## src/rtl/imem_arbiter_pkg.sv

```systemverilog
// Shared types and constants for the instruction-memory arbiter.
// The owner encoding identifies which requester a pending response belongs to.
package imem_pkg;

  localparam logic [31:0] NOP_WORD = 32'h0000_0013;

  typedef enum logic {NORMAL, LOCKED} state_e;

  typedef enum logic {OWN_F, OWN_L} owner_e;

  typedef struct packed {
    logic   valid;
    owner_e owner;
    logic   err;
    logic   we;
  } rsp_t;

endpackage

```

## src/rtl/imem_arbiter_if.sv

```systemverilog
// Fetch, loader and memory-side signals of the instruction-memory arbiter.
// The slave modport is the arbiter's view; master is the surrounding system.
interface imem_arbiter_if #(parameter int AW = 8);

  logic          f_req;
  logic [31:0]   f_addr;
  logic          f_gnt;
  logic          f_rvalid;
  logic [31:0]   f_rdata;
  logic          f_err;

  logic          l_req;
  logic          l_we;
  logic [31:0]   l_addr;
  logic [31:0]   l_wdata;
  logic          l_lock;
  logic          l_gnt;
  logic          l_rvalid;
  logic [31:0]   l_rdata;
  logic          l_err;

  logic          m_en;
  logic          m_we;
  logic [AW-1:0] m_addr;
  logic [31:0]   m_wdata;
  logic [31:0]   m_rdata;

  modport slave (
    input  f_req, f_addr, l_req, l_we, l_addr, l_wdata, l_lock, m_rdata,
    output f_gnt, f_rvalid, f_rdata, f_err,
           l_gnt, l_rvalid, l_rdata, l_err,
           m_en, m_we, m_addr, m_wdata
  );

  modport master (
    output f_req, f_addr, l_req, l_we, l_addr, l_wdata, l_lock, m_rdata,
    input  f_gnt, f_rvalid, f_rdata, f_err,
           l_gnt, l_rvalid, l_rdata, l_err,
           m_en, m_we, m_addr, m_wdata
  );

endinterface

```

## src/rtl/imem_arbiter_rr_pick.sv

```systemverilog
// Two-way round-robin picker: bit 0 is fetch, bit 1 is loader.
// On contention the requester that was not granted last wins; mask_f removes fetch.
module imem_rr_pick
  import imem_pkg::*;
(
  input  logic [1:0] req,
  input  owner_e     last,
  input  logic       mask_f,
  output logic [1:0] gnt
);

  logic [1:0] req_eff;

  always_comb begin
    req_eff = {req[1], req[0] & ~mask_f};
    gnt     = 2'b00;
    case (req_eff)
      2'b01:   gnt = 2'b01;
      2'b10:   gnt = 2'b10;
      2'b11:   gnt = (last == OWN_L) ? 2'b01 : 2'b10;
      default: gnt = 2'b00;
    endcase
  end

endmodule

```

## src/rtl/imem_arbiter.sv

```systemverilog
// Shares a single-port synchronous instruction memory between fetch and loader,
// with a loader lock, alignment/range checking and response routing.
module imem_arbiter
  import imem_pkg::*;
#(
  parameter int          DEPTH    = 256,
  parameter int          AW       = 8,
  parameter logic [31:0] NOP_WORD = imem_pkg::NOP_WORD
) (
  input  logic           clk,
  input  logic           rst,
  imem_arbiter_if.slave  bus
);

  localparam logic [31:0] ADDR_LIMIT = 32'(DEPTH * 4);

  state_e      state_q, state_d;
  owner_e      last_q, last_d;
  rsp_t        rsp_q, rsp_d;
  logic [1:0]  req_v;
  logic [1:0]  gnt;
  logic [31:0] sel_addr;
  logic        legal;
  logic        any_gnt;
  logic        f_hit;
  logic        l_hit;
  logic [31:0] rsp_data;

  // Requests are masked during reset so every output reads zero.
  always_comb begin
    req_v = rst ? 2'b00 : {bus.l_req, bus.f_req};
  end

  imem_rr_pick u_pick (
    .req    (req_v),
    .last   (last_q),
    .mask_f (bus.l_lock),
    .gnt    (gnt)
  );

  always_comb begin
    any_gnt  = |gnt;
    sel_addr = gnt[1] ? bus.l_addr : bus.f_addr;
    legal    = (sel_addr[1:0] == 2'b00) && (sel_addr < ADDR_LIMIT);

    bus.f_gnt   = gnt[0];
    bus.l_gnt   = gnt[1];
    bus.m_en    = any_gnt & legal;
    bus.m_we    = any_gnt & legal & gnt[1] & bus.l_we;
    bus.m_addr  = bus.m_en ? sel_addr[AW+1:2] : '0;
    bus.m_wdata = bus.m_we ? bus.l_wdata : '0;

    state_d = bus.l_lock ? LOCKED : NORMAL;

    // Leaving lock hands the next contest to fetch regardless of this cycle's grant.
    last_d = last_q;
    if (gnt[1]) begin
      last_d = OWN_L;
    end else if (gnt[0]) begin
      last_d = OWN_F;
    end
    if ((state_q == LOCKED) && !bus.l_lock) begin
      last_d = OWN_L;
    end

    rsp_d.valid = any_gnt;
    rsp_d.owner = gnt[1] ? OWN_L : OWN_F;
    rsp_d.err   = ~legal;
    rsp_d.we    = gnt[1] & bus.l_we;
  end

  always_comb begin
    if (rsp_q.we) begin
      rsp_data = '0;
    end else if (rsp_q.err) begin
      rsp_data = NOP_WORD;
    end else begin
      rsp_data = bus.m_rdata;
    end

    f_hit = rsp_q.valid && (rsp_q.owner == OWN_F) && !rst;
    l_hit = rsp_q.valid && (rsp_q.owner == OWN_L) && !rst;

    bus.f_rvalid = f_hit;
    bus.f_rdata  = f_hit ? rsp_data : '0;
    bus.f_err    = f_hit & rsp_q.err;
    bus.l_rvalid = l_hit;
    bus.l_rdata  = l_hit ? rsp_data : '0;
    bus.l_err    = l_hit & rsp_q.err;
  end

  always_ff @(posedge clk) begin
    if (rst) begin
      state_q <= NORMAL;
      last_q  <= OWN_L;
      rsp_q   <= '0;
    end else begin
      state_q <= state_d;
      last_q  <= last_d;
      rsp_q   <= rsp_d;
    end
  end

endmodule

```

## src/flat_wrapper.sv

```systemverilog
// flat-port wrapper written by rule: the top's interface ports become plain ports
module imem_arbiter_flat import imem_pkg::*;
#(
  parameter int          DEPTH    = 256,
  parameter int          AW       = 8,
  parameter logic [31:0] NOP_WORD = imem_pkg::NOP_WORD
)
  (clk, rst, bus_f_req, bus_f_addr, bus_l_req, bus_l_we, bus_l_addr, bus_l_wdata, bus_l_lock, bus_m_rdata, bus_f_gnt, bus_f_rvalid, bus_f_rdata, bus_f_err, bus_l_gnt, bus_l_rvalid, bus_l_rdata, bus_l_err, bus_m_en, bus_m_we, bus_m_addr, bus_m_wdata);
  imem_arbiter_if #(.AW(AW)) bus_i ();
  input  logic clk;
  input  logic rst;
  input wire logic [$bits(bus_i.f_req)-1:0] bus_f_req;
  input wire logic [$bits(bus_i.f_addr)-1:0] bus_f_addr;
  input wire logic [$bits(bus_i.l_req)-1:0] bus_l_req;
  input wire logic [$bits(bus_i.l_we)-1:0] bus_l_we;
  input wire logic [$bits(bus_i.l_addr)-1:0] bus_l_addr;
  input wire logic [$bits(bus_i.l_wdata)-1:0] bus_l_wdata;
  input wire logic [$bits(bus_i.l_lock)-1:0] bus_l_lock;
  input wire logic [$bits(bus_i.m_rdata)-1:0] bus_m_rdata;
  output wire logic [$bits(bus_i.f_gnt)-1:0] bus_f_gnt;
  output wire logic [$bits(bus_i.f_rvalid)-1:0] bus_f_rvalid;
  output wire logic [$bits(bus_i.f_rdata)-1:0] bus_f_rdata;
  output wire logic [$bits(bus_i.f_err)-1:0] bus_f_err;
  output wire logic [$bits(bus_i.l_gnt)-1:0] bus_l_gnt;
  output wire logic [$bits(bus_i.l_rvalid)-1:0] bus_l_rvalid;
  output wire logic [$bits(bus_i.l_rdata)-1:0] bus_l_rdata;
  output wire logic [$bits(bus_i.l_err)-1:0] bus_l_err;
  output wire logic [$bits(bus_i.m_en)-1:0] bus_m_en;
  output wire logic [$bits(bus_i.m_we)-1:0] bus_m_we;
  output wire logic [$bits(bus_i.m_addr)-1:0] bus_m_addr;
  output wire logic [$bits(bus_i.m_wdata)-1:0] bus_m_wdata;
  assign bus_i.f_req = bus_f_req;
  assign bus_i.f_addr = bus_f_addr;
  assign bus_i.l_req = bus_l_req;
  assign bus_i.l_we = bus_l_we;
  assign bus_i.l_addr = bus_l_addr;
  assign bus_i.l_wdata = bus_l_wdata;
  assign bus_i.l_lock = bus_l_lock;
  assign bus_i.m_rdata = bus_m_rdata;
  assign bus_f_gnt = bus_i.f_gnt;
  assign bus_f_rvalid = bus_i.f_rvalid;
  assign bus_f_rdata = bus_i.f_rdata;
  assign bus_f_err = bus_i.f_err;
  assign bus_l_gnt = bus_i.l_gnt;
  assign bus_l_rvalid = bus_i.l_rvalid;
  assign bus_l_rdata = bus_i.l_rdata;
  assign bus_l_err = bus_i.l_err;
  assign bus_m_en = bus_i.m_en;
  assign bus_m_we = bus_i.m_we;
  assign bus_m_addr = bus_i.m_addr;
  assign bus_m_wdata = bus_i.m_wdata;
  imem_arbiter #(.DEPTH(DEPTH), .AW(AW), .NOP_WORD(NOP_WORD)) u_core (.clk(clk), .rst(rst), .bus(bus_i));
endmodule
```

## config.mk

```make
export PLATFORM = sky130hd
export DESIGN_NAME = imem_arbiter_flat
export DESIGN_NICKNAME = d
export VERILOG_FILES = /design/src/rtl/imem_arbiter_pkg.sv /design/src/rtl/imem_arbiter_if.sv /design/src/rtl/imem_arbiter_rr_pick.sv /design/src/rtl/imem_arbiter.sv /design/src/flat_wrapper.sv
export SDC_FILE = /design/constraint.sdc
export NUM_CORES = 1
export LEC_CHECK = 0
export CAP_MARGIN = 15
export CORE_AREA = 3 3 94 96
export CTS_CLUSTER_DIAMETER = 200
export DETAILED_ROUTE_END_ITERATION = 6
export DIE_AREA = 0 0 97 99
export PLACE_DENSITY_LB_ADDON = 0.15
export SLEW_MARGIN = 20
export SYNTH_ARGS = -nofsm -noshare
export SYNTH_HDL_FRONTEND = slang
export SYNTH_SLANG_ARGS = --single-unit
```

## constraint.sdc

```tcl
create_clock -name clk -period 3 [get_ports clk]
set_input_delay 0.45 -clock clk [delete_from_list [all_inputs] [get_ports clk]]
set_output_delay 0.45 -clock clk [all_outputs]
set_load 0.02 [all_outputs]
```

Word level (Yosys, flattened, before mapping)
Index checks and enable logic that the tools add are counted.
W data, S select, Z words.
{"block": "op_classes", "n_addsub": 0, "mul": 0, "n_div": 0, "n_lt_le_gt_ge": 1, "eq_ne": 3, "n_shift": 0, "n_mux": 12, "bitwise": 10, "n_reduce_logical": 11}
{"cell": "$mux W32", "n": 6}
{"cell": "$lt A32 B11 Y1 const B", "n": 1}
{"cell": "$mux W8", "n": 1}
{"cell": "$and A1 B1 Y1", "n": 7}
{"cell": "$logic_and A1 B1 Y1", "n": 6}
{"cell": "$pmux W2 S3", "n": 1}
{"cell": "$eq A2 B2 Y1 const B", "n": 2}
{"cell": "$mux W2", "n": 2}
{"cell": "$not A1 Y1", "n": 3}
{"cell": "$reduce_or A3 Y1", "n": 1}
{"cell": "$eq A2 B1 Y1 const B", "n": 1}
{"cell": "$logic_not A1 Y1", "n": 2}
{"cell": "$logic_not A2 Y1", "n": 1}
{"cell": "$mux W1", "n": 2}
{"cell": "$reduce_or A2 Y1", "n": 1}
{"block": "totals", "register_bits": 6, "latch_bits": 0, "ram_bits": 0, "romBits": 0, "inputBits": 134, "out_inout_bits": 112, "n_memories": 0}

Depth between registers and ports, before layout
Gate-level depths: netlist of the first run.
{"block": "depth", "depth_word": 11, "mapped_depth": 6, "depth_no_buf": 5}

Cells and area by module
From an unflattened synthesis of the first run, not the netlist that was laid out.
{"block": "hier_totals", "cells_unflattened": 189, "area_unflattened_um2": 1272.5}
{"module": "imem_arbiter", "n_inst": 1, "cells_each": 185, "area_each_um2": 1236.2, "seq_area_each_um2": 120.1}
{"module": "imem_rr_pick", "n_inst": 1, "cells_each": 4, "area_each_um2": 36.3, "seq_area_each_um2": 0.0}

Worst setup path before layout of the first run
Ideal clock, no wire load.
{"block": "synth_timing", "path_kind": "input port to output port", "startpoint": "input port bus_l_addr[28]", "endpoint": "output port bus_m_wdata[22]", "arrival_time_ns": 1.828, "required_time_ns": 2.550, "path_slack_ns": 0.722, "path_stages": 5, "n_path_buf": 1, "path_cell_list": "or4_4 -> nor2_8 -> and4_4 -> buf_6 -> and2_1"}
{"block": "synth_via", "elab_chain_cells": 7}
{"element": "start: declaration", "line": "flat_wrapper.sv:16", "text": "input wire logic [$bits(bus_i.l_addr)-1:0] bus_l_addr;"}
{"element": "$mux W32", "line": "imem_arbiter.sv:43", "text": "sel_addr = gnt[1] ? bus.l_addr : bus.f_addr;"}
{"element": "$lt A32 B11 Y1", "line": "imem_arbiter.sv:44", "text": "legal = (sel_addr[1:0] == 2'b00) && (sel_addr < ADDR_LIMIT);"}
{"element": "$logic_and A1 B1 Y1", "line": "imem_arbiter.sv:44"}
{"element": "$and A1 B1 Y1 (3 in series)", "line": "imem_arbiter.sv:49", "text": "bus.m_we = any_gnt & legal & gnt[1] & bus.l_we;"}
{"element": "named net bus_m_we", "line": "flat_wrapper.sv:29", "text": "output wire logic [$bits(bus_i.m_we)-1:0] bus_m_we;"}
{"element": "$mux W32", "line": "imem_arbiter.sv:51", "text": "bus.m_wdata = bus.m_we ? bus.l_wdata : '0;"}
{"element": "end: declaration", "line": "flat_wrapper.sv:31", "text": "output wire logic [$bits(bus_i.m_wdata)-1:0] bus_m_wdata;"}
The timed path passes the listed nets, and every way through them passes these cells.

Worst setup path in the final report of the first run
{"block": "layout_timing", "startpoint": "input port bus_l_addr[28]", "endpoint": "output port bus_m_wdata[19]"}
{"block": "layout_via", "elab_chain_cells": 7}
{"element": "$mux W32", "line": "imem_arbiter.sv:43"}
{"element": "$lt A32 B11 Y1", "line": "imem_arbiter.sv:44"}
{"element": "$logic_and A1 B1 Y1", "line": "imem_arbiter.sv:44"}
{"element": "$and A1 B1 Y1 (3 in series)", "line": "imem_arbiter.sv:49"}
{"element": "$mux W32", "line": "imem_arbiter.sv:51"}
No other way between the ends.

==> results.cfg, run 1 <==
[pwr]
leakage_uw = 0.00201
comb_power_share_pct = 57.7
intPower_uw = 364
seqPwrFrac_pct = 18.0
ir_drop_v = 0.0000874
p_clk_share_pct = 24.3
power_density_nw_per_um2 = 128
swShare_pct = 25.5
p_sw_uw = 125

[final_layout]
final_area_um2 = 3830
area_delta_synth_final_pct = 206
fin_util_pct = 47.1
n_fill_cell = 851
final_nets = 568
antenna-diode-count = 0
drive_gt1_share_pct = 5.56

[synth]
ys_top_cells_by_area = and3_1, and2_1, dfxtp_1
ys_seq_area_share_pct = 9.60
synth_area_um2 = 1250
synth_top_area_cell = and3_1
ys.flop_type = dfxtp_1
synth_edf_count = 0
netlist.area_leader.share_pct = 29.0
synthArstFlopShare_pct = 0
synth_common_cells = and3_1, and2_1, clkbuf_1, nand4_1, a21oi_1
ys_seq_elements = 6
synthMostInstantiatedCell = and3_1
ys_warn_count = 0
avgSynthCellArea_um2 = 6.59
synth_nets = 324
synthDistinctLibCells = 25
syn_inst = 190

[critical_path]
max_stage_delay_ns = 0.57
crit_type = in -> out
crit_slowest_cell = or4_4
crit_arrival_ns = 2.38
cp_cell_sequence = clkdlybuf4s50_1, or4_4, nor2_8, and4_4, and2_1, dlygate4sd2_1
startpoint_type = input port
cp-end-kind = output pin
required_ns = 2.55
path_delay_family = simple AND/OR/NAND/NOR gates
crit_buf_inv = 2
critPathMaxFanout = 17

[global_route]
grt_max_degree = 59
gr-total-overflow = 0
first_global_vias = 2267
grt_antenna_before_repair = 0
grt_use_total_pct = 15.0
grt_pass1_wl_mm = 11.9

[route]
num_vias = 2382
viasPerCell = 4.44
avgRoutedWirePerCell_um = 14.7
ant_nets = 0
drcViolationCount = 0
drtPass1Iterations = 4
routed_wirelength_mm = 7.90
drtIter0Drc = 68

[worst_hold_path]
hold_class = reg -> reg

[floorplanning]
fp.dieW_um = 97
initial_core_util_pct = 15.4
dieArea_um2 = 9600
pin_count = 246
die_h_um = 99
row_count = 33
core_area_um2 = 8130

[timing]
slew_headroom_pct = 72.6
min_period_ns = 2.83
fin_ws_ns = 0.169
setup_viol = 0
tightest_slew_ns = 0.411
fmax_mhz = 353
post-route-period-util_pct = 94.4
drv_slew = 0
rsz0062_at_grt = false
clock_skew_ns = 0.00317
hold_viol = 0

[placed_design]
io_buffer_count = 245
place.gp.congestion = 0.824
place_area_um2 = 3860
pre_cts_slack_ns = -0.203
place_hpwl_mm = 6.58

[clock_tree]
clockRootBuffer = clkbuf_8
holdBufCountCts = 0
cts_setup_buffers = 0
numCtsBuffers = 3
insertion_delay_ns = 0.22
cts_tree = yes
clk_transition_reported_paths_ns = 0.04
clockBufferDepth = 2
cts_max_level = 1
cts.sinks = 6

[status]
outcome = complete, no violations

[run]
drv_cap = 0
-- worst min-delay path: cells and delay by family, from the launching register on --
| family | cells | cell delay [ns] |
|---|---|---|
| AO/OA/AOI/OAI | 1 | 0.07 |
| AND/OR/NAND/NOR | 1 | 0.06 |
| flip-flops | 1 | 0.31 |
-- metrics by stage --
step | total power [uW] | TNS, ns | std cells | hold slack [ns]
after CTS | 496 | -0.0681 | 537 | 0.478
after global routing | 520 | 0 | 537 | 0.508
after global placement | 374 | -6.38 | 533 | 0.458
after detailed placement | 377 | -6.53 | 533 | 0.468
after floorplan | 152 | 0 | 190 | 0.441
final | 489 | 0 | 537 | 0.473
-- power by group through the flow --
stage / Combinational (uW) / Sequential, uW / Clock (uW)
after floorplan: 64.3 / 87.8 / 0
after global placement: 285 / 89.2 / 0
after detailed placement: 287 / 89.4 / 0
after CTS: 285 / 88.2 / 122
after global routing: 302 / 88.7 / 129
final: 282 / 88.2 / 119
-- cell usage in the layout (no fill, tap or decap), types with 4 or more instances in the layout --
| cell | Yosys | final |
|---|---|---|
| dlygate4sd2_1 | 0 | 68 |
| a21oi_1 | 9 | 9 |
| nor4_1 | 8 | 8 |
| buf_4 | 0 | 11 |
| nand4_1 | 16 | 16 |
| inv_1 | 5 | 5 |
| and3_1 | 58 | 58 |
| clkdlybuf4s50_1 | 0 | 175 |
| dfxtp_1 | 6 | 6 |
| nor2_1 | 8 | 7 |
| o21bai_1 | 4 | 4 |
| and2_1 | 35 | 35 |
-- state kept, by name, indices dropped and copies added (netlist names) --
name / count
u_core.state_q: 1
u_core.last_q: 1
u_core.rsp_q: 4
-- path summary, 6_finish.rpt --
path	start	endpoint	slack, ns	cells past startpoint
setup reg to reg	u_core.last_q$_SDFFE_PP1P_	u_core.rsp_q[0]$_SDFF_PP0_	1.81	5
hold / removal	u_core.state_q$_SDFF_PP0_	u_core.last_q$_SDFFE_PP1P_	0.47	2
setup / recovery	bus_l_addr[28]	bus_m_wdata[19]	0.17	6
hold reg to reg	u_core.state_q$_SDFF_PP0_	u_core.last_q$_SDFFE_PP1P_	0.47	2
-- repair_timing --
action                                  CTS  global route
pin swaps                                 1             0
gates resized for setup                  69             2
endpoints found under the setup margin   69             4
cloned                                    1             0
-- layer usage --
layer,wire length (um),vias up,share of wire (%),track usage [%]
met5,0,-,0,0
met4,73,0,0.92,3.56
met3,754,6,9.5,3.61
met2,4070,150,52,29.1
met1,3000,1043,38,16.4
li1,-,1183,-,-
-- cell families after synthesis --
family          after synthesis  share of synthesized area, %
buf+inv                      25                          9.40
flops                         6                          9.60
compound gates               14                          6.70
simple gates                145                          74.3
-- area by class of cell --
| cell class | count | area [um^2] | area share [%] |
|---|---|---|---|
| well taps | 105 | 131 | 3.43 |
| clock buffers | 3 | 41.3 | 1.08 |
| inverters | 5 | 18.8 | 0.490 |
| repair buffers | 258 | 2490 | 65.1 |
| flip-flops and latches | 6 | 120 | 3.13 |
| multi-input cells | 160 | 1030 | 26.8 |
No activity file was read; power rests on OpenSTA's default activity.
==> inputs of run 2 (changes only) <==
SKIP_CTS_REPAIR_TIMING = 1   (was not set)
==> results.cfg, run 2 (synthesis gave the netlist of run 1 again) <==
[floorplanning]
fp.dieW_um = 97
die_h_um = 99
core_area_um2 = 8130
dieArea_um2 = 9600
row_count = 33
pin_count = 246
initial_core_util_pct = 15.4

[critical_path]
reg2reg_slack_ns = 1.82
crit_arrival_ns = 2.35
critPathMaxFanout = 14
max_stage_delay_ns = 0.57
cp_cell_sequence = clkdlybuf4s50_1, or4_4, nor2_8, and4_4, buf_4, and2_1, dlymetal6s2s_1
path_delay_family = simple AND/OR/NAND/NOR gates
crit_type = in -> out
startpoint_type = input port
cp-end-kind = output pin
crit_buf_inv = 3
crit_slowest_cell = or4_4
required_ns = 2.55

[timing]
rsz0062_at_grt = false
worst_hold_slack_ns = 0.476
post-route-period-util_pct = 93.2
min_period_ns = 2.80
slew_headroom_pct = 72.7
fmax_mhz = 358
clock_skew_ns = 0.00376
setup_viol = 0
drv_slew = 0
hold_viol = 0
tightest_slew_ns = 0.410

[placed_design]
place.gp.congestion = 0.824
dp_cells = 533
place_hpwl_mm = 6.58
io_buffer_count = 245

[final_layout]
final_nets = 571
ff_latch_area_um2 = 120
drive_gt1_share_pct = 6.21
mostFrequentLayoutCells = clkdlybuf4s50_1, and3_1, dlymetal6s2s_1, and2_1, nand4_1
n_fill_cell = 818
multi_input_area_um2 = 1030
final_common_cell = clkdlybuf4s50_1
regMostFlops = u_core.rsp_q
finalNonFillerCells = 540
antenna-diode-count = 0
fin_util_pct = 49.9
area_delta_synth_final_pct = 224
largest_registers = u_core.rsp_q: 4 flops, u_core.last_q: 1 flops, u_core.state_q: 1 flops
largest_reg_flops = 4

[run]
drv_cap = 0

[clock_tree]
clk_transition_reported_paths_ns = 0.04
cts_max_level = 1
cts.sinks = 6
numCtsBuffers = 3
clockBufferDepth = 2
insertion_delay_ns = 0.22
clockRootBuffer = clkbuf_8
cts_tree = yes

[pwr]
power_density_nw_per_um2 = 122
ir_drop_v = 0.0000875
leakage_uw = 0.00258

[route]
drcViolationCount = 0
ant_nets = 0
drtIter0Drc = 58
num_vias = 2404
avgRoutedWirePerCell_um = 14.8
drtPass1Iterations = 4
viasPerCell = 4.45
routed_wirelength_mm = 8.01

[global_route]
grt_antenna_before_repair = 0
grt_use_total_pct = 14.6
gr-total-overflow = 0
grt_max_degree = 59
first_global_vias = 2216
grt_pass1_wl_mm = 11.6

[status]
outcome = complete, no violations

[worst_hold_path]
hold_class = reg -> reg
-- run 2: cell count changes in the layout (fill, tap and decap cells not counted), sizes merged --
cell	delta
dlygate4sd2	-68
clkdlybuf4s50	+21
buf	+3
dlymetal6s2s	+47
-- run 2: path summary, 6_finish.rpt --
kind / endpoint / cells past startpoint / start
min reg2reg: u_core.last_q$_SDFFE_PP1P_ / 2 / u_core.state_q$_SDFF_PP0_
max reg2reg: u_core.rsp_q[0]$_SDFF_PP0_ / 5 / u_core.last_q$_SDFFE_PP1P_
max: bus_m_wdata[1] / 7 / bus_l_addr[28]
min: u_core.last_q$_SDFFE_PP1P_ / 2 / u_core.state_q$_SDFF_PP0_
-- run 2: tightest hold or removal path, cell delays in order, from the launching register on --
cell and delay, ns:
dfxtp_1 0.32, o32ai_1 0.07, nand2b_1 0.06
-- run 2: per-layer routing --
metal	vias up	GRT usage, %	wire [um]
met5	-	0	0
met3	6	3.33	765
met2	150	28.6	4210
met1	1058	15.9	2960
li1	1190	-	-
met4	0	3.24	73
-- run 2: layout make-up --
type	count	area share, %
clock buffers	3	1.02
repair buffers	261	67.0
flip-flops and latches	6	2.96
inverters	5	0.462
well taps	105	3.24
multi-input cells	160	25.3
-- run 2: per-stage QoR --
step	worst slack (ns)	setup TNS, ns	total power (uW)	cell area, um^2
floorplan	0.722	0	152	1250
global placement	-0.205	-6.38	374	3860
detailed placement	-0.203	-6.53	377	3860
CTS	-0.203	-6.92	499	3900
global route	0.123	0	525	4060
finish	0.204	0	493	4060
-- run 2: power breakdown --
| group | switching (uW) | internal (uW) | leakage, uW |
|---|---|---|---|
| logic | 88.5 | 198 | 0.00251 |
| registers | 3.48 | 84.6 | 0.0000498 |
| clock network | 32.8 | 86.0 | 0.0000216 |
==> patch 1, RTL diff (config.mk and constraints of run 1) <==
Make the reset (`rst`) asynchronous in one clocked block.
--- a/src/rtl/imem_arbiter.sv
+++ b/src/rtl/imem_arbiter.sv
@@ -89,7 +89,7 @@
     bus.l_err    = l_hit & rsp_q.err;
   end
 
-  always_ff @(posedge clk) begin
+  always_ff @(posedge clk or posedge rst) begin
     if (rst) begin
       state_q <= NORMAL;
       last_q  <= OWN_L;
Check against the original RTL: no difference found for any inputs over 10 cycles, from zero or initial values and one cycle with rst high; that may be too few to reach the edited logic, so the function may still have changed.
==> patch 1 against run 1 <==
  * First-iteration DRC count decreased by 43%
  * Setup slack worse by 0.045 ns
  * Fmax decreased by 1.6%
  * Via count down 5.5%
  * Power shrank 3.7%
  * Final area is 3.0% higher
  * Sequential cell count unchanged
  * Register-to-register slack got worse by 0.44 ns
  * Worst hold slack better by 0.048 ns
  * Wire length increased by 1.9%
  * Area after synthesis up 1.7%
  * Global-route usage grew 0.30 points
==> patch 1: results (changes against run 1) <==
Power:
- The leakage power total is 1.96 nW (was 2.01 nW).

Global route:
- The met1 track demand over resource in global routing came to 17.9% (was 16.4%).
- The first-pass GRT wire length is 12.1 mm (was 11.9 mm).
- The overall track demand over capacity in global routing came to 15.3% (was 15.0%).
- The met3 capacity usage during global routing is 3.40% (was 3.61%).
- The met2 global-route usage came to 29.1% (about the same).

Yosys:
- Leading post-synthesis cells by cell area: sky130_fd_sc_hd__and3_1 29%, sky130_fd_sc_hd__and2_1 17%, sky130_fd_sc_hd__dfrtp_1 9.8% (was sky130_fd_sc_hd__and3_1 29%, sky130_fd_sc_hd__and2_1 18%, sky130_fd_sc_hd__dfxtp_1 9.6%).
- The sequential fraction of the synthesis area is 11.9% (was 9.60%).
- The dominant synthesized flop cell is sky130_fd_sc_hd__dfrtp_1 (was sky130_fd_sc_hd__dfxtp_1).
- The number of distinct library cells after synthesis is 28 (was 25).
- The proportion of synthesized flip-flops having asynchronous set or reset came to 100% (was 0%).
- Most numerous cell types in the synthesized netlist: 58 x sky130_fd_sc_hd__and3_1, 34 x sky130_fd_sc_hd__and2_1, 12 x sky130_fd_sc_hd__clkbuf_1 (was 58 x sky130_fd_sc_hd__and3_1, 35 x sky130_fd_sc_hd__and2_1, 16 x sky130_fd_sc_hd__clkbuf_1, 16 x sky130_fd_sc_hd__nand4_1, 9 x sky130_fd_sc_hd__a21oi_1).

Outcome:
- Result of the run: finished, final reports clean (unchanged).

Placement:
- The post-DP HPWL was 6.95 mm (was 6.58 mm).
- The routability-driven placement congestion ratio is 0.838 (was 0.824).
- The total instance count after detailed placement is 530 (was 533).
- The pre-CTS setup slack is -0.108 ns (was -0.203 ns).

Drt:
- The total number of vias is 2250 (was 2382).
- The number of vias per cell is 4.21 (was 4.44).
- The DRC violation total after the first TritonRoute iteration came to 39 (was 68).
- The total wire length after detailed routing is 8.05 mm (was 7.90 mm).

Setup path:
- The signal arrival time at the worst endpoint is 2.43 ns (was 2.38 ns).
- The highest net fanout along the worst path is 31 (was 17).

Clock network:
- The clock root buffer is sky130_fd_sc_hd__clkbuf_8 (unchanged).

Timing:
- The clock skew is 0.00158 ns (was 0.00317 ns).
- The relative slew slack is 72.0% (was 72.6%).

Finish:
- The share of layout cells above drive strength 1 is 7.93% (was 5.56%).
-- patch 1: cell count changes after synthesis, sizes merged, moves of 3 or more --
cell	delta
nand4	-14
a21oi	-9
nor3	+9
mux2i	+8
dfxtp	-6
dfrtp	+5
clkbuf	-4
inv	+3
-- patch 1: cell type report --
class                   count  area (µm²)  share of cell area (%)
flip-flops and latches      6         151                    3.83
inverters                   8        30.0                   0.760
multi-input cells         150        1030                    26.1
well taps                 105         131                    3.33
repair buffers            261        2560                    64.8
clock buffers               4        45.0                    1.14
-- patch 1: kinds of logic (layout without fill, tap and decap cells) --
| group | Yosys count | after routing | share of synthesized area [%] |
|---|---|---|---|
| AO/OA/AOI/OAI | 7 | 7 | 6.49 |
| AND/OR/NAND/NOR | 135 | 135 | 68.0 |
| multiplexers | 8 | 8 | 6.29 |
| flip-flops | 6 | 6 | 11.9 |
| buffers and inverters | 23 | 273 | 7.28 |
-- patch 1: metal layers --
| layer | up-vias | routed length (µm) |
|---|---|---|
| met1 | 988 | 3170 |
| met3 | 4 | 607 |
| met5 | - | 0 |
| met2 | 123 | 4240 |
| li1 | 1135 | - |
| met4 | 0 | 28 |
-- patch 1: path summary, 6_finish.rpt --
| check | startpoint | endpoint | slack [ns] |
|---|---|---|---|
| min in group asynchronous | rst | u_core.rsp_q[2] | 0.73 |
| setup / recovery | rst | bus_f_rdata[31] | 0.12 |
| max in group asynchronous | rst | u_core.last_q | 2.08 |
| hold / removal | u_core.state_q | u_core.last_q | 0.52 |
| hold reg to reg | u_core.state_q | u_core.last_q | 0.52 |
| setup reg to reg | u_core.last_q | u_core.rsp_q[1] | 1.37 |
-- patch 1: critical path, stage by stage --
cell,delay [ns]
sky130_fd_sc_hd__clkdlybuf4s50_1,0.42
sky130_fd_sc_hd__buf_4,0.15
sky130_fd_sc_hd__inv_1,0.10
sky130_fd_sc_hd__nand3_1,0.18
sky130_fd_sc_hd__inv_1,0.15
sky130_fd_sc_hd__buf_12,0.17
sky130_fd_sc_hd__and3_1,0.16
sky130_fd_sc_hd__clkdlybuf4s50_1,0.63
-- patch 1: power by group --
group	switching (mW)	leakage [nW]	total, mW	internal [mW]
Combinational	0.0699	1.87	0.256	0.187
Clock	0.0333	0.0228	0.125	0.0912
Sequential	0.00285	0.0702	0.0900	0.0872
Total	0.106	1.96	0.471	0.365
==> patch 2, RTL diff (config.mk and constraints of run 1) <==
Without the edit above. `AW` is set to 8 in 3 places; all go to 9.
--- a/src/rtl/imem_arbiter_if.sv
+++ b/src/rtl/imem_arbiter_if.sv
@@ -1,6 +1,6 @@
 // Fetch, loader and memory-side signals of the instruction-memory arbiter.
 // The slave modport is the arbiter's view; master is the surrounding system.
-interface imem_arbiter_if #(parameter int AW = 8);
+interface imem_arbiter_if #(parameter int AW = 9);
 
   logic          f_req;
   logic [31:0]   f_addr;
--- a/src/rtl/imem_arbiter.sv
+++ b/src/rtl/imem_arbiter.sv
@@ -4,7 +4,7 @@
   import imem_pkg::*;
 #(
   parameter int          DEPTH    = 256,
-  parameter int          AW       = 8,
+  parameter int          AW       = 9,
   parameter logic [31:0] NOP_WORD = imem_pkg::NOP_WORD
 ) (
   input  logic           clk,
--- a/src/flat_wrapper.sv
+++ b/src/flat_wrapper.sv
@@ -2,7 +2,7 @@
 module imem_arbiter_flat import imem_pkg::*;
 #(
   parameter int          DEPTH    = 256,
-  parameter int          AW       = 8,
+  parameter int          AW       = 9,
   parameter logic [31:0] NOP_WORD = imem_pkg::NOP_WORD
 )
   (clk, rst, bus_f_req, bus_f_addr, bus_l_req, bus_l_we, bus_l_addr, bus_l_wdata, bus_l_lock, bus_m_rdata, bus_f_gnt, bus_f_rvalid, bus_f_rdata, bus_f_err, bus_l_gnt, bus_l_rvalid, bus_l_rdata, bus_l_err, bus_m_en, bus_m_we, bus_m_addr, bus_m_wdata);
Ports: changed (resized bus_m_addr); port bits go from 246 to 247. No check against the original RTL was run, so the function may have changed too.
==> patch 2 against run 1 <==
  * Final area up 2.9%
  * Setup slack worse by 0.035 ns
  * Area after synthesis up 1.1%
  * Sequential cell count unchanged
  * Power up 1.6%
  * Non-clock buffer count up 5
  * Combinational power up 2%
  * Via count up 1.9%
  * Core utilization up 1.4 points
  * Critical path type unchanged
  * Global-route usage up 1.1 points
  * Wire length up 6.3%
==> patch 2: results (changes against run 1) <==
Finish:
- The share of layout cells above drive strength 1 is 7.26% (was 5.56%).
- The net count reported at finish is 577 (was 568).
- The number of fill cells in the layout came to 844 (was 851).

Yosys:
- The post-synthesis instance total came to 193 (was 190).
- The area share of the largest cell type after synthesis was 28.7% (was 29.0%).
- The number of nets produced by synthesis is 327 (was 324).
- Most numerous cell types in the synthesized netlist: 58 x sky130_fd_sc_hd__and3_1, 35 x sky130_fd_sc_hd__and2_1, 16 x sky130_fd_sc_hd__nand4_1 (was 58 x sky130_fd_sc_hd__and3_1, 35 x sky130_fd_sc_hd__and2_1, 16 x sky130_fd_sc_hd__clkbuf_1, 16 x sky130_fd_sc_hd__nand4_1, 9 x sky130_fd_sc_hd__a21oi_1).
- The number of distinct library cells after synthesis is 29 (was 25).
- The synthesized-area fraction occupied by ao, oa, aoi and oai cells was 6.92% (was 6.70%).
- Leading post-synthesis cells by cell area: sky130_fd_sc_hd__and3_1 29%, sky130_fd_sc_hd__and2_1 17%, sky130_fd_sc_hd__dfxtp_1 9.5% (was sky130_fd_sc_hd__and3_1 29%, sky130_fd_sc_hd__and2_1 18%, sky130_fd_sc_hd__dfxtp_1 9.6%).
- The sequential fraction of the synthesis area came to 9.50% (was 9.60%).

Setup path:
- The internal reg-to-reg setup slack is 1.75 ns (was 1.81 ns).
- The endpoint of the worst-slack reg-to-reg timing path is u_core.rsp_q[1] (was u_core.rsp_q[0]).

Drt:
- The total number of vias came to 2427 (was 2382).
- The total wire length after detailed routing was 8.40 mm (was 7.90 mm).
- The DRC violation total after the first TritonRoute iteration is 53 (was 68).

Worst hold path:
- The number of instances on the worst hold path is 3 (was 2).

Placement:
- The routability-driven placement congestion ratio is 0.874 (was 0.824).
- The total instance count after detailed placement came to 542 (was 533).
- The post-DP HPWL is 7.13 mm (was 6.58 mm).

Global route:
- The pin count of the biggest net entering global routing came to 32 (was 59).
- The met2 global-route usage came to 32.1% (was 29.1%).
- The overall track demand over capacity in global routing is 16.2% (was 15.0%).
- The met3 capacity usage during global routing came to 3.75% (was 3.61%).
- The first-pass GRT wire length was 12.6 mm (was 11.9 mm).

Timing:
- The clock skew is 0.00343 ns (was 0.00317 ns).

Power:
- The power spent charging and discharging nets is 0.127 mW (was 0.125 mW).
- The maximum ir drop on the vdd rail is 0.0000796 V (was 0.0000874 V).
- The leakage power total is 2.24 nW (was 2.01 nW).

Outcome:
- Result of the run: finished, final reports clean (unchanged).
## patch 2: critical path, stage by stage
cell,delay (ns)
sky130_fd_sc_hd__clkdlybuf4s50_1,0.44
sky130_fd_sc_hd__nor4_2,0.35
sky130_fd_sc_hd__buf_4,0.16
sky130_fd_sc_hd__and4_1,0.22
sky130_fd_sc_hd__buf_4,0.17
sky130_fd_sc_hd__nand4_1,0.10
sky130_fd_sc_hd__a21oi_1,0.17
sky130_fd_sc_hd__dlygate4sd2_1,0.35
## patch 2: worst max-delay path by stage
stage	startpoint	endpoint	slack (ns)	cells after the start
6_report	bus_f_addr[21]	bus_m_addr[5]	0.13	8
5_1_grt	bus_l_lock	bus_m_wdata[5]	0.003	7
4_1_cts	rst	bus_f_rdata[6]	0.0007	6
3_5_place_dp	bus_f_addr[21]	bus_m_addr[7]	-0.25	8
3_3_place_gp	bus_f_addr[21]	bus_m_addr[7]	-0.24	8
2_1_floorplan	bus_l_lock	bus_m_wdata[22]	0.43	5
## patch 2: layer usage
layer  routed length, µm  share of wire (%)  vias to the layer above
li1                    -                  -                     1198
met1                3030                 36                     1066
met2                4500                 54                      155
met3                 783                9.3                        8
met4                  84                1.0                        0
met5                   0                  0                        -
## patch 2: power groups by stage
stage	clock network (mW)	registers, mW	logic (mW)
2_1_floorplan	0	0.0879	0.0647
4_1_cts	0.125	0.0882	0.292
3_3_place_gp	0	0.0891	0.291
3_5_place_dp	0	0.0894	0.292
6_report	0.119	0.0882	0.289
5_1_grt	0.129	0.0887	0.309
## patch 2: cell type report
cell class              instances  area share, %
well taps                     105           3.33
clock buffers                   3           1.05
flip-flops and latches          6           3.04
repair buffers                263           65.5
multi-input cells             163           26.5
inverters                       6          0.571
## patch 2: through the flow
step / setup slack, ns / instance area (µm²) / TNS (ns)
global route: 0.00308 / 3950 / 0
CTS: 0.000655 / 3900 / 0
global placement: -0.242 / 3910 / -6.88
finish: 0.134 / 3950 / 0
detailed placement: -0.255 / 3910 / -7.62
floorplan: 0.431 / 1260 / 0
## patch 2: cell families after synthesis
logic type,after synthesis
other cells,1
buf+inv,25
flops,6
compound gates,15
simple gates,146
## patch 2: what timing repair did
action / in CTS / in global routing
hold endpoints to repair: 0 / 0
endpoints found under the setup margin: 57 / 18
buffers inserted: 0 / 0
resized for setup: 58 / 18
cloned: 1 / 0
pin swaps: 1 / 0
